[src/rtl/csr_if.sv]
// CSR access bundle between the EX-stage ALU (master) and the CSR register file (slave).
interface csr_if;
  logic [11:0] rd_addr;
  logic [31:0] rd_data;
  logic        rd_illegal;
  logic        wr_en;
  logic [11:0] wr_addr;
  logic [31:0] wr_data;
  logic        instret_inc;
  logic        wr_err;

  modport master (
    output rd_addr, wr_en, wr_addr, wr_data, instret_inc,
    input  rd_data, rd_illegal, wr_err
  );

  modport slave (
    input  rd_addr, wr_en, wr_addr, wr_data, instret_inc,
    output rd_data, rd_illegal, wr_err
  );
endinterface

[src/rtl/csr_regfile.sv]
// Machine-mode CSR storage: mscratch, 64-bit mcycle/minstret, constant misa/mhartid.
// Reads are combinational with no write bypass; writes commit on the rising edge.
module csr_regfile #(
  parameter logic [31:0] MISA_VAL = 32'h40000100,
  parameter logic [31:0] HARTID   = 32'h0,
  parameter bit          COUNT_EN = 1'b1
) (
  input  logic   clk,
  input  logic   rst,
  csr_if.slave   bus
);

  logic [31:0] mscratch;
  logic [63:0] mcycle;
  logic [63:0] minstret;
  logic        wr_err_q;

  logic        wr_mscratch, wr_mcycle_lo, wr_mcycle_hi, wr_minstret_lo, wr_minstret_hi;
  logic        wr_legal;

  always_comb begin
    bus.rd_data    = '0;
    bus.rd_illegal = 1'b0;
    case (bus.rd_addr)
      12'h340:          bus.rd_data = mscratch;
      12'hB00, 12'hC00: bus.rd_data = mcycle[31:0];
      12'hB80, 12'hC80: bus.rd_data = mcycle[63:32];
      12'hB02, 12'hC02: bus.rd_data = minstret[31:0];
      12'hB82, 12'hC82: bus.rd_data = minstret[63:32];
      12'h301:          bus.rd_data = MISA_VAL;
      12'hF14:          bus.rd_data = HARTID;
      default:          bus.rd_illegal = 1'b1;
    endcase
  end

  // Only these five addresses accept writes; every other address is read-only or unimplemented.
  always_comb begin
    wr_mscratch    = 1'b0;
    wr_mcycle_lo   = 1'b0;
    wr_mcycle_hi   = 1'b0;
    wr_minstret_lo = 1'b0;
    wr_minstret_hi = 1'b0;
    case (bus.wr_addr)
      12'h340: wr_mscratch    = bus.wr_en;
      12'hB00: wr_mcycle_lo   = bus.wr_en;
      12'hB80: wr_mcycle_hi   = bus.wr_en;
      12'hB02: wr_minstret_lo = bus.wr_en;
      12'hB82: wr_minstret_hi = bus.wr_en;
      default: ;
    endcase
    wr_legal = wr_mscratch | wr_mcycle_lo | wr_mcycle_hi | wr_minstret_lo | wr_minstret_hi;
  end

  always_ff @(posedge clk) begin
    if (rst) begin
      mscratch <= '0;
      mcycle   <= '0;
      minstret <= '0;
      wr_err_q <= 1'b0;
    end else begin
      wr_err_q <= bus.wr_en & ~wr_legal;

      if (wr_mscratch)
        mscratch <= bus.wr_data;

      // A write to either half replaces that half and suppresses this cycle's increment.
      if (wr_mcycle_lo)
        mcycle <= {mcycle[63:32], bus.wr_data};
      else if (wr_mcycle_hi)
        mcycle <= {bus.wr_data, mcycle[31:0]};
      else if (COUNT_EN)
        mcycle <= mcycle + 64'd1;

      if (wr_minstret_lo)
        minstret <= {minstret[63:32], bus.wr_data};
      else if (wr_minstret_hi)
        minstret <= {bus.wr_data, minstret[31:0]};
      else if (COUNT_EN && bus.instret_inc)
        minstret <= minstret + 64'd1;
    end
  end

  assign bus.wr_err = wr_err_q;

endmodule

[src/flat_wrapper.sv]
// flat-port wrapper written by rule: the top's interface ports become plain ports
module csr_regfile_flat 
#(
  parameter logic [31:0] MISA_VAL = 32'h40000100,
  parameter logic [31:0] HARTID   = 32'h0,
  parameter bit          COUNT_EN = 1'b1
)
  (clk, rst, bus_rd_addr, bus_wr_en, bus_wr_addr, bus_wr_data, bus_instret_inc, bus_rd_data, bus_rd_illegal, bus_wr_err);
  csr_if bus_i ();
  input  logic clk;
  input  logic rst;
  input wire logic [$bits(bus_i.rd_addr)-1:0] bus_rd_addr;
  input wire logic [$bits(bus_i.wr_en)-1:0] bus_wr_en;
  input wire logic [$bits(bus_i.wr_addr)-1:0] bus_wr_addr;
  input wire logic [$bits(bus_i.wr_data)-1:0] bus_wr_data;
  input wire logic [$bits(bus_i.instret_inc)-1:0] bus_instret_inc;
  output wire logic [$bits(bus_i.rd_data)-1:0] bus_rd_data;
  output wire logic [$bits(bus_i.rd_illegal)-1:0] bus_rd_illegal;
  output wire logic [$bits(bus_i.wr_err)-1:0] bus_wr_err;
  assign bus_i.rd_addr = bus_rd_addr;
  assign bus_i.wr_en = bus_wr_en;
  assign bus_i.wr_addr = bus_wr_addr;
  assign bus_i.wr_data = bus_wr_data;
  assign bus_i.instret_inc = bus_instret_inc;
  assign bus_rd_data = bus_i.rd_data;
  assign bus_rd_illegal = bus_i.rd_illegal;
  assign bus_wr_err = bus_i.wr_err;
  csr_regfile #(.MISA_VAL(MISA_VAL), .HARTID(HARTID), .COUNT_EN(COUNT_EN)) u_core (.clk(clk), .rst(rst), .bus(bus_i));
endmodule
[config.mk]
export PLATFORM = sky130hd
export DESIGN_NAME = csr_regfile_flat
export DESIGN_NICKNAME = d
export VERILOG_FILES = /design/src/rtl/csr_if.sv /design/src/rtl/csr_regfile.sv /design/src/flat_wrapper.sv
export SDC_FILE = /design/constraint.sdc
export NUM_CORES = 1
export LEC_CHECK = 0
export ABC_AREA = 1
export CELL_PAD_IN_SITES_DETAIL_PLACEMENT = 1
export CELL_PAD_IN_SITES_GLOBAL_PLACEMENT = 1
export CORE_MARGIN = 2
export CORE_UTILIZATION = 44
export CTS_CLUSTER_DIAMETER = 120
export DETAILED_ROUTE_END_ITERATION = 12
export PLACE_DENSITY_LB_ADDON = 0.1
export SETUP_SLACK_MARGIN = 0.2
export SYNTH_ARGS = -nofsm -noshare
export SYNTH_HDL_FRONTEND = slang
export SYNTH_SLANG_ARGS = --single-unit
export TNS_END_PERCENT = 5
[constraint.sdc]
create_clock -name clk -period 5.8 [get_ports clk]
set_input_delay 1.45 -clock clk [delete_from_list [all_inputs] [get_ports clk]]
set_output_delay 1.45 -clock clk [all_outputs]
set_load 0.05 [all_outputs]
; Word-level counts from Yosys, hierarchy flattened
; Index checks and enable logic that the tools add are counted.
[word_totals]
register_bits = 161
[classes]
add_sub_neg = 2
eq_ne = 18
n_mux = 12
bitwise = 7
n_reduce_logical = 9
[ops]
columns = operator, n
row1 = 64-bit 2-to-1 mux, 3
row2 = 32-bit one-hot mux with 6 select lines, 1
row3 = 12-bit equality test (second input constant), 13
row4 = 64-bit by 1-bit adder with 64-bit output (second input constant), 2
row5 = 32-bit 2-to-1 mux, 2
row6 = 12-bit by 10-bit equality test with 1-bit output (second input constant), 3
row7 = 11-bit OR reduction, 1
row8 = 2-bit OR reduction, 4
row9 = 1-bit 2-to-1 mux, 6
row10 = 2-bit by 1-bit != test with 1-bit output (second input constant), 2
row11 = 1-bit bitwise OR, 4
row12 = 2-bit AND reduction, 2
row13 = 2-bit nonzero test, 2
row14 = 1-bit inverter, 2
row15 = 1-bit bitwise AND, 1

; Longest topological paths before layout
[depth]
word_depth = 8
ltp_mapped = 12
depth_no_buf = 12

; Worst setup path before layout
; OpenSTA, ideal clock, no wires.
[synth_path]
kind = in2out
start = input bus_rd_addr[11]
end = output bus_rd_illegal
arrival_ps = 3371
required_ps = 4350
setup_slack_ps = 979
cell_stages = 9
n_path_buf = 2
path_cell_list = nand2_1 -> inv_1 -> nand2_1 -> nand2_1 -> buf_2 -> nand3_1 -> buf_2 -> nand2_1 -> nor3_1
[synth_via]
elab_chain_cells = 3
elab_cells_between_ends = 13
cone_classes = eq/ne: 11 / mux: 1 / reduce/logical: 1
[synth_rtl]
columns = element, line_no
row1 = from (decl), flat_wrapper.sv:12  ; input wire logic [$bits(bus_i.rd_addr)-1:0] bus_rd_addr;
row2 = 12-bit by 10-bit equality test with 1-bit output or 12-bit equality test (tied branches), csr_regfile.sv:24  ; case (bus.rd_addr)
row3 = 11-bit OR reduction (no line) *, n/a
row4 = 1-bit 2-to-1 mux *, csr_regfile.sv:24
row5 = to (decl), flat_wrapper.sv:18  ; output wire logic [$bits(bus_i.rd_illegal)-1:0] bus_rd_illegal;
; Mark *: on every way between the ends. The rest lies on a longest branch, timed or not.

; Worst setup path after layout
[layout_path]
start = input bus_rd_addr[11]
end = output bus_rd_data[11]
[layout_via]
elab_chain_cells = 3
elab_cells_between_ends = 15
cone_classes = eq/ne: 10 / mux: 1 / reduce/logical: 4
[layout_rtl]
columns = element, line_no
row1 = 12-bit equality test, csr_regfile.sv:24
row2 = 2-bit OR reduction, n/a
row3 = 32-bit one-hot mux with 6 select lines *, csr_regfile.sv:24
row4 = to (decl), flat_wrapper.sv:17  ; output wire logic [$bits(bus_i.rd_data)-1:0] bus_rd_data;
; Marks and branches as above.

==> results.sh <==
export IMPL_worst_setup_path_start_kind="primary input"
export IMPL_cap_violations=0
export IMPL_via_per_inst=5.977
export IMPL_grt_max_degree=77
export IMPL_die_h_um=167.2
export IMPL_synthArstFlopShare_pct=0
export IMPL_whs_endpoint="u_core.minstret[63]"
export IMPL_r2r_start="u_core.minstret[13]"
export IMPL_violations="design-rule violations"
export IMPL_drive_gt1_share_pct=5.643
export IMPL_area_growth_pct=17.28
export IMPL_synth_ff_type="dfxtp_1"
export IMPL_worst_slew_pin_slew_ns=1.326
export IMPL_die_width_um=167.2
export IMPL_ir_drop_mv=0.1307
export IMPL_relSlewSlack_pct=11.49
export IMPL_synthesis_instances=2028
export IMPL_setup_viol=0
export IMPL_slowest_delay_ns=0.46
export IMPL_critPathMaxFanout=17
export IMPL_fillers=3743
export IMPL_p_leak_nw=5.006
export IMPL_row_count=59
export IMPL_cts_repair_resized=0
export IMPL_power_per_cell_area_nw_per_um2=182.0
export IMPL_grt_pass1_wl_um=86080
export IMPL_worstSetupPathType="primary input to output port"
export IMPL_fp_coreArea_um2=26130
export IMPL_crit_slowest_cell="clkdlybuf4s50_1"
export IMPL_syn_area_um2=11720
export IMPL_yosysSeqAreaShare_pct=27.49
export IMPL_htree_levels=4
export IMPL_dp_hpwl_um=44390
export IMPL_drc=4
export IMPL_endpoint_kind="output port"
export IMPL_min_from="u_core.minstret[63]"
export IMPL_reg2reg_slack_ns=3.33
export IMPL_hold_class="flip-flop to flip-flop"
export IMPL_nets=2140
export IMPL_grt_ovfl_total=0
export IMPL_clock_sinks=161
export IMPL_post_cts_buffers=0
export IMPL_gp_routability_congestion=0.9785
export IMPL_outcome="complete, but fails checks"
export IMPL_wire_per_inst_um=23.35
export IMPL_cts_tree="built"
export IMPL_cp_required_ns=4.35
export IMPL_setup_tns_ns=0
export IMPL_fin_cells=2426
export IMPL_postCtsHoldBufs=0
export IMPL_fmax_ghz=0.1886
export IMPL_r2r_cells=9
export IMPL_port_buffers=93
export IMPL_clock_tree_root_cell="clkbuf_16"
export IMPL_holdPathStages=2
export IMPL_synth_fp_nets=2090
export IMPL_fin_skew_ns=0.01849
export IMPL_drt_wl_total_um=56640
export IMPL_fin_crit_ns=5.303
export IMPL_vias=14500
export IMPL_clock_latency_ns=0.45
export IMPL_critical_path_cell_chain="clkdlybuf4s50_1 > nand2_1 > inv_1 > nand2_1 > nand2_1 > nand2_1 > clkinv_1 > nand2_1 > nand2_1 > a21oi_1 > o221ai_1 > buf_12"
export IMPL_antenna_found_initial=1
export IMPL_critical_path_arrival_ns=3.85
export IMPL_cts_buffers=17
export IMPL_pin_count=94
export IMPL_r2r_end="u_core.minstret[51]"
export IMPL_synth_cell_types=38
export IMPL_path_common_cell="nand2_1"
export IMPL_dr_pass1_iters=9
export IMPL_syn_area_per_cell_um2=5.780
export IMPL_post_route_period_util_pct=91.44
export IMPL_drv_slew=0
export IMPL_clockBufferDepth=2
export IMPL_finalHoldViolCount=0
export IMPL_ys_ff_latch=161
export IMPL_drt_iter0_markers=1509
export IMPL_grt_pass1_vias=14770
export IMPL_die_area_um2=27960
export IMPL_post_place_cells=2394
export IMPL_grt_usage_pct=40.26
export IMPL_antenna_left=0
export IMPL_yosys_warnings=0
export IMPL_clk_pin_slew_ns=0.07
export IMPL_synth_edf_count=0
export IMPL_antennaDiodeCount=0
export IMPL_rsz0062_at_grt="no"
export IMPL_start_util_pct=44.86
cells by family after synthesis:
kind of cell / share of synthesized area [%]
simple gates: 39.60
buf+inv: 9.980
flops: 27.49
fa+ha+maj: 0.2134
xor+xnor: 3.138
compound gates: 19.58
worst max-delay path, delay by kind of cell:
kind / cells / cell delay [ns]
buffers and inverters: 4 / 1.19
AND/OR/NAND/NOR: 6 / 0.84
AO/OA/AOI/OAI: 2 / 0.36
metrics by stage:
step	setup WS (ns)	hold WS (ns)	util (%)	area, um^2	total power [W]
6_report	0.4967	0.4870	52.61	13750	0.002502
5_1_grt	0.2984	0.5039	52.61	13750	0.002550
4_1_cts	0.5302	0.4887	52.61	13750	0.002494
3_5_place_dp	0.5346	0.4765	50.32	13150	0.001296
3_3_place_gp	0.5967	0.4701	50.32	13150	0.001291
2_1_floorplan	0.9795	0.4540	-	11720	0.001201
placed cells by master (no fill, tap or decap), types with 17 or more instances in the layout:
| master | count |
|---|---|
| nand3_1 | 100 |
| buf_4 | 19 |
| nand4_1 | 29 |
| inv_1 | 208 |
| nor2_1 | 320 |
| o21ai_0 | 101 |
| clkbuf_16 | 17 |
| dfxtp_1 | 161 |
| nor3_1 | 35 |
| buf_12 | 30 |
| a22oi_1 | 53 |
| nand2_1 | 606 |
| clkdlybuf4s50_1 | 59 |
| xor2_1 | 32 |
| a21oi_1 | 166 |
| o221ai_1 | 21 |
report_power, final:
part	internal [W]	switching, W	leakage, nW
Clock	0.000653	0.000573	0.296
Combinational	0.0000539	0.000110	3.41
Sequential	0.00111	0.00000430	1.30
state kept, by name (all words and copies together), names as in the netlist:
| signal | cells |
|---|---|
| u_core.bus.wr_err | 1 |
| u_core.mcycle | 64 |
| u_core.minstret | 64 |
| u_core.mscratch | 32 |
cell usage after synthesis (all sizes together), types with 3 or more instances:
cell type / n / area, um^2
a31oi: 3 / 18.77
inv: 213 / 799.5
and2: 6 / 37.54
clkinv: 3 / 11.26
o211ai: 13 / 97.59
o21ai: 115 / 579.3
clkbuf: 35 / 131.4
xor2: 32 / 280.3
a22oi: 53 / 397.9
nand4: 29 / 181.4
nand3: 102 / 515.5
o221ai: 21 / 183.9
o22ai: 16 / 100.1
or2: 3 / 18.77
a21oi: 166 / 830.8
nand3b: 4 / 30.03
nor2: 339 / 1323
nor3: 38 / 217.7
buf: 42 / 227.7
dfxtp: 161 / 3223
o2111ai: 9 / 78.83
nand2: 610 / 2300
xnor2: 10 / 87.58
layer usage:
| layer | GRT usage (%) | vias to the layer above | share of wire, % |
|---|---|---|---|
| met4 | 17.24 | 0 | 4.5 |
| met5 | 0 | - | 0 |
| li1 | - | 6715 | - |
| met3 | 9.005 | 142 | 8.2 |
| met2 | 65.63 | 610 | 45 |
| met1 | 51.37 | 7033 | 42 |
area by class of cell:
cell class | count | area (um^2) | share of cell area [%]
clock buffers | 18 | 429.2 | 3.122
clock inverters | 14 | 168.9 | 1.229
inverters | 216 | 810.8 | 5.897
multi-input cells | 1574 | 7363 | 53.56
flip-flops and latches | 161 | 3223 | 23.44
well taps | 335 | 419.2 | 3.049
repair buffers | 108 | 1334 | 9.701
worst max path at each step:
stage,start,endpoint,slack (ns),cells past startpoint
2_1_floorplan,bus_rd_addr[11],bus_rd_illegal,0.98,9
3_3_place_gp,bus_rd_addr[11],bus_rd_data[16],0.60,12
3_5_place_dp,bus_rd_addr[10],bus_rd_data[11],0.53,11
4_1_cts,bus_rd_addr[10],bus_rd_data[11],0.53,11
5_1_grt,bus_rd_addr[11],bus_rd_data[17],0.30,12
6_report,bus_rd_addr[11],bus_rd_data[11],0.50,12
No activity file was read; power rests on OpenSTA's default activity.
